===== config.mk =====
export PLATFORM = sky130hd
export DESIGN_NAME = clk_div_multi
export DESIGN_NICKNAME = d
export VERILOG_FILES = /design/src/rtl/clk_div_pkg.sv /design/src/rtl/clk_div_chan.sv /design/src/rtl/clk_div_multi.sv
export SDC_FILE = /design/constraint.sdc
export NUM_CORES = 1
export LEC_CHECK = 0
export ABC_AREA = 1
export CORE_AREA = 8 8 188 369
export DETAILED_ROUTE_END_ITERATION = 12
export DIE_AREA = 0 0 196 377
export DONT_BUFFER_PORTS = 1
export GPL_TIMING_DRIVEN = 0
export HOLD_SLACK_MARGIN = 0.08
export PLACE_DENSITY = 0.35
export SYNTH_ARGS = -nofsm -noshare
export SYNTH_HDL_FRONTEND = slang
export SYNTH_SLANG_ARGS = --single-unit

===== constraint.sdc =====
create_clock -name clk_in -period 2.5 [get_ports clk_in]
set_input_delay 0.25 -clock clk_in [delete_from_list [all_inputs] [get_ports clk_in]]
set_output_delay 0.25 -clock clk_in [all_outputs]
set_load 0.01 [all_outputs]

===== src/rtl/clk_div_pkg.sv =====
// Shared constants and helpers for the multi-channel clock divider.
//   CNT_W_DEF        : default counter / half-period width
//   DEFAULT_HALF_DEF : reset half-period (100 MHz system clock -> 480 Hz)
//   half_t           : half-period type at the default width
//   calc_half()      : elaboration-time half-period from input/output frequency
package clk_div_pkg;

  localparam int unsigned SYS_CLK_HZ = 100_000_000;
  localparam int unsigned DISP_HZ    = 480;

  localparam int unsigned CNT_W_DEF = 24;

  typedef logic [CNT_W_DEF-1:0] half_t;

  function automatic int unsigned calc_half(input int unsigned f_in,
                                            input int unsigned f_out);
    return (f_in / f_out) / 2;
  endfunction

  // 100_000_000 / 480 / 2 = 104166
  localparam int unsigned DEFAULT_HALF_DEF = calc_half(SYS_CLK_HZ, DISP_HZ);

endpackage


===== src/rtl/clk_div_chan.sv =====
// One divider channel: counter, active and pending half-period, square-wave
// output and single-cycle rising-edge tick.
// Ports:
//   clk_in, reset : system clock, synchronous active-high reset
//   en            : run enable; low clears counter and output
//   sync          : phase-align request (counter/output cleared, pending applied)
//   wr_en/wr_half : accepted config write for this channel
//   pending       : a new half-period is queued and not yet applied
//   clk_out, tick : divided output and its 0->1 pulse
module clk_div_chan
  import clk_div_pkg::*;
#(
  parameter int unsigned CNT_W        = CNT_W_DEF,
  parameter int unsigned DEFAULT_HALF = DEFAULT_HALF_DEF
) (
  input  logic             clk_in,
  input  logic             reset,
  input  logic             en,
  input  logic             sync,
  input  logic             wr_en,
  input  logic [CNT_W-1:0] wr_half,
  output logic             pending,
  output logic             clk_out,
  output logic             tick
);

  // A zero half-period would never match the counter; treat it as 1.
  localparam logic [CNT_W-1:0] RST_HALF =
    (DEFAULT_HALF == 0) ? CNT_W'(1) : CNT_W'(DEFAULT_HALF);

  logic [CNT_W-1:0] cnt_q,   cnt_d;
  logic [CNT_W-1:0] half_q,  half_d;
  logic [CNT_W-1:0] phalf_q, phalf_d;
  logic             pend_q,  pend_d;
  logic             clk_q,   clk_d;
  logic             tick_q,  tick_d;
  logic             wrap;

  always_comb begin
    cnt_d   = cnt_q;
    half_d  = half_q;
    phalf_d = phalf_q;
    pend_d  = pend_q;
    clk_d   = clk_q;
    tick_d  = 1'b0;
    wrap    = (cnt_q == half_q - CNT_W'(1));

    // Accept only happens while pend_q is clear, so it never collides with
    // the apply paths below, which all require pend_q set.
    if (wr_en) begin
      pend_d  = 1'b1;
      phalf_d = (wr_half == '0) ? CNT_W'(1) : wr_half;
    end

    if (sync || !en) begin
      cnt_d = '0;
      clk_d = 1'b0;
      if (pend_q) begin
        half_d = phalf_q;
        pend_d = 1'b0;
      end
    end else if (wrap) begin
      cnt_d  = '0;
      clk_d  = ~clk_q;
      tick_d = ~clk_q;
      // The finished half used the old value; the new one governs the next.
      if (pend_q) begin
        half_d = phalf_q;
        pend_d = 1'b0;
      end
    end else begin
      cnt_d = cnt_q + CNT_W'(1);
    end
  end

  always_ff @(posedge clk_in) begin
    if (reset) begin
      cnt_q   <= '0;
      half_q  <= RST_HALF;
      phalf_q <= RST_HALF;
      pend_q  <= 1'b0;
      clk_q   <= 1'b0;
      tick_q  <= 1'b0;
    end else begin
      cnt_q   <= cnt_d;
      half_q  <= half_d;
      phalf_q <= phalf_d;
      pend_q  <= pend_d;
      clk_q   <= clk_d;
      tick_q  <= tick_d;
    end
  end

  assign pending = pend_q;
  assign clk_out = clk_q;
  assign tick    = tick_q;

endmodule


===== src/rtl/clk_div_multi.sv =====
// Multi-channel runtime-programmable clock divider / tick generator.
// Holds the config decode and cfg_ready mux; each channel is a clk_div_chan.
// Ports:
//   clk_in, reset        : system clock, synchronous active-high reset
//   en[NUM_CH]           : per-channel run enable
//   cfg_valid/cfg_ready  : config handshake (transfer when both high)
//   cfg_ch, cfg_half     : target channel and new half-period
//   clk_out[NUM_CH]      : divided square waves
//   tick[NUM_CH]         : one-cycle pulse on each clk_out rise
// Optional: define CLK_DIV_SYNC_EN to add the `sync` input, which clears all
// counters/outputs and applies pending half-periods (below reset, above en).
module clk_div_multi
  import clk_div_pkg::*;
#(
  parameter int unsigned NUM_CH       = 4,
  parameter int unsigned CNT_W        = CNT_W_DEF,
  parameter int unsigned DEFAULT_HALF = DEFAULT_HALF_DEF,
  localparam int unsigned CH_W        = (NUM_CH > 1) ? $clog2(NUM_CH) : 1
) (
  input  logic              clk_in,
  input  logic              reset,
  input  logic [NUM_CH-1:0] en,
`ifdef CLK_DIV_SYNC_EN
  input  logic              sync,
`endif
  input  logic              cfg_valid,
  output logic              cfg_ready,
  input  logic [CH_W-1:0]   cfg_ch,
  input  logic [CNT_W-1:0]  cfg_half,
  output logic [NUM_CH-1:0] clk_out,
  output logic [NUM_CH-1:0] tick
);

  logic [NUM_CH-1:0] pend;
  logic              ch_hit;
  logic              accept;
  logic              sync_w;

`ifdef CLK_DIV_SYNC_EN
  assign sync_w = sync;
`else
  assign sync_w = 1'b0;
`endif

  // Out-of-range channel: always ready, write silently dropped.
  assign ch_hit = ({1'b0, cfg_ch} < (CH_W + 1)'(NUM_CH));

  always_comb begin
    cfg_ready = 1'b1;
    if (ch_hit) begin
      cfg_ready = ~pend[cfg_ch];
    end
  end

  assign accept = cfg_valid & cfg_ready & ch_hit;

  for (genvar i = 0; i < NUM_CH; i++) begin : g_ch
    clk_div_chan #(
      .CNT_W       (CNT_W),
      .DEFAULT_HALF(DEFAULT_HALF)
    ) u_chan (
      .clk_in  (clk_in),
      .reset   (reset),
      .en      (en[i]),
      .sync    (sync_w),
      .wr_en   (accept && (cfg_ch == CH_W'(i))),
      .wr_half (cfg_half),
      .pending (pend[i]),
      .clk_out (clk_out[i]),
      .tick    (tick[i])
    );
  end

endmodule


==> results.py <==
metrics = {
    "setup_path": {
        "rr_worst_depth": 18,
        "crit_slowest_cell": "dlygate4sd3_1",
        "start_kind": "primary input",
        "crit_chain": "dlygate4sd3_1, inv_1, nand2_1, nor4_1, nand3_1, o31ai_1, dlygate4sd3_1, o21ai_0, inv_1",
        "arrival_ns": 2.89,
        "cp.required_ns": 2.99,
        "cp-end-kind": "flip-flop",
        "cp_max_fo": 5,
        "max_stage_delay_ns": 0.68,
        "worstSetupPathType": "in -> reg",
    },
    "yosys": {
        "synthesis.nets": 2348,
        "netlist-cell-type-count": 48,
        "yosysSeqAreaShare": 0.3751,
        "synth-edff-count": 0,
        "ys_top_cells_by_area": "dfxtp_1, nand2_1, nor2_1",
        "synth.cell_area_um2": 16010,
        "synth_warnings": 0,
        "avgSynthCellArea_um2": 6.939,
        "synthArstFlopShare": 0,
        "synthCells": 2307,
        "synth_ff_type": "dfxtp_1",
        "synth_top_area_cell": "dfxtp_1",
        "netlist.area_leader.share": 0.3751,
        "synth_seq_cells": 300,
    },
    "route": {
        "drt_iter0_drc": 769,
        "viasPerCell": 4.582,
        "wl_per_cell_um": 16.68,
        "drtAntennaViolNets": 0,
        "dr.pass1.iters": 5,
        "finalWirelength_um": 53770,
        "route.detailed.drc": 0,
        "vias": 14770,
    },
    "die": {
        "core_area_um2": 64410,
        "start_util": 0.2485,
        "dieArea_um2": 73890,
        "die_w_um": 196,
        "die_height_um": 377,
        "pin_count": 42,
        "placementRows": 132,
    },
    "place": {
        "globalplace.congestion": 0.8293,
        "dpl_cell_area_um2": 17020,
        "dp_hpwl_um": 40830,
        "pre_cts_ws_ns": -0.2978,
        "port_buffers": 0,
    },
    "global_route": {
        "antenna_found_initial": 2,
        "grt_usage": 0.1445,
        "grt_util_met1": 0.1865,
        "grt-ovfl-total": 0,
        "grtUsageMet3": 0.02857,
        "grtUsageMet2": 0.2442,
        "first_global_vias": 14470,
        "grt_pass1_wl_um": 83690,
        "grt_max_degree": 13,
        "grt_busiest_layer": "met2",
    },
    "worst_hold_path": {
        "hold_depth": 2,
        "min_path_type": "in -> reg",
    },
    "sta": {
        "rsz0062_at_grt": "true",
        "timing.hold.ws_ns": 0.1157,
        "slew_viol_final": 0,
        "period_needed_ns": 2.409,
        "setup_viol": 0,
        "slew_headroom": 0.4012,
        "post-route-period-util": 0.9636,
        "fmax_ghz": 0.4151,
        "finalClockSkew_ns": 0.01652,
        "final-hold-violation-count": 0,
        "worst_pin_slew_ns": 0.8981,
        "worst_slack_ns": 0.09110,
    },
    "clock_network": {
        "cts_buffers": 36,
        "clk_latency_ns": 0.55,
        "cts_tree": "built",
        "clock_sinks": 300,
        "cts_max_path_buffers": 3,
        "clockRootBuffer": "clkbuf_16",
        "path_clk_slew_ns": 0.06,
        "h-tree-depth": 2,
    },
    "power_and_ir_drop": {
        "power_density_nw_per_um2": 588.8,
        "power.leakage_nw": 7.561,
        "total_power_mw": 11.38,
        "vdd_drop_max_mv": 0.4789,
    },
    "final_layout": {
        "fillers": 7224,
        "layout_commonest_cell": "nand2_1",
        "drive_above_1_share": 0.1256,
        "final_cell_mix": "nand2_1, nor2_1, dfxtp_1",
        "synthToLayoutAreaGrowth_pct": 20.76,
        "fin_nets": 2437,
        "final_cell_area_um2": 19330,
        "num_antenna_cells": 0,
    },
    "flow_run": {
        "drv_cap": 0,
    },
    "status": {
        "status": "completed",
    },
}
## sequential cells by signal (all words and copies together) (netlist names)
signal               cells
g_ch.u_chan.clk_out      4
g_ch.u_chan.cnt_q       96
g_ch.u_chan.half_q      96
g_ch.u_chan.pending      4
g_ch.u_chan.phalf_q     96
g_ch.u_chan.tick         4
## worst max-delay path: cells and delay by family
| kind | cells | cell delay [ns] |
|---|---|---|
| buf+inv | 4 | 1.58 |
| simple gates | 3 | 0.51 |
| compound gates | 2 | 0.55 |
## stage by stage
step	utilization	setup TNS, ns	instances
2_1_floorplan	-	0	2307
3_3_place_gp	0.2642	-36.82	3111
3_5_place_dp	0.2642	-32.16	3111
4_1_cts	0.2899	0	3208
5_1_grt	0.3001	-0.2227	3224
6_report	0.3001	0	3224
## cell type report
| class | instances | area [um2] | area share |
|---|---|---|---|
| Clock buffer | 53 | 1066 | 0.05514 |
| Multi-Input combinational cell | 1687 | 9209 | 0.4763 |
| Sequential cell | 300 | 6040 | 0.3124 |
| Clock inverter | 9 | 122.6 | 0.006343 |
| Inverter | 220 | 835.8 | 0.04323 |
| Tap cell | 804 | 1006 | 0.05204 |
| Buffer | 99 | 550.5 | 0.02848 |
| Timing Repair Buffer | 52 | 503.0 | 0.02602 |
## cells in the mapped netlist, types with 4 or more instances
library cell  count
o211ai_1         41
nor4_1            7
o21ai_0          74
buf_4            18
buf_1             6
xor2_1          120
o21bai_1          4
inv_2             7
clkbuf_1         53
nor3_2            6
ha_1              8
inv_1           211
nand3_2           7
nor2_2           17
dfxtp_1         300
nor2_4            8
nor3b_1          13
nand4_1          41
a31oi_1           4
buf_6             7
buf_2            16
xnor2_1          55
nor2_1          356
a21oi_1         127
nor3_1           23
nand3b_1         14
nand2_2           9
nand2_1         466
nand3_1         252
nand2_4           6
## power by group
| group | internal, mW | leakage [nW] | switching (mW) | total [mW] |
|---|---|---|---|---|
| sequential | 4.92 | 2.43 | 0.128 | 5.05 |
| combinational | 0.333 | 4.54 | 0.600 | 0.934 |
| clock | 3.25 | 0.585 | 2.15 | 5.40 |
| total | 8.50 | 7.56 | 2.88 | 11.4 |
## metal layers
metal,routed length [um],share of wire
met4,956,0.018
met2,25490,0.47
met3,2568,0.048
met1,24760,0.46
met5,0,0
## timing repair
item                                   in CTS  in global routing
setup endpoints to repair                 264                244
hold buffers                               33                  0
pin swaps                                   5                 25
endpoints found under the hold margin     114                  0
buffers inserted                            2                 16
gates resized for setup                    34                159
cloned                                      0                  1
## cells by family after synthesis
| family | Yosys count | share of synthesized area |
|---|---|---|
| AO/OA/AOI/OAI | 264 | 0.09183 |
| XOR/XNOR | 177 | 0.09855 |
| adder cells (fa/ha/maj) | 8 | 0.006253 |
| buffers and inverters | 320 | 0.08378 |
| flip-flops | 300 | 0.3751 |
| AND/OR/NAND/NOR | 1238 | 0.3444 |
## path summary, 6_finish.rpt
path / to / slack, ns / start
hold reg to reg: g_ch[1].u_chan.phalf_q[21]$_SDFFE_PP0P_ / 0.46 / g_ch[1].u_chan.phalf_q[21]$_SDFFE_PP0P_
setup / recovery: g_ch[0].u_chan.phalf_q[0]$_SDFFE_PP0P_ / 0.09 / cfg_half[10]
hold / removal: g_ch[2].u_chan.phalf_q[6]$_SDFFE_PP1P_ / 0.12 / cfg_half[6]
setup reg to reg: g_ch[0].u_chan.half_q[20]$_SDFFE_PP0P_ / 0.15 / g_ch[0].u_chan.half_q[0]$_SDFFE_PP0P_
No activity file was read; power rests on OpenSTA's default activity.
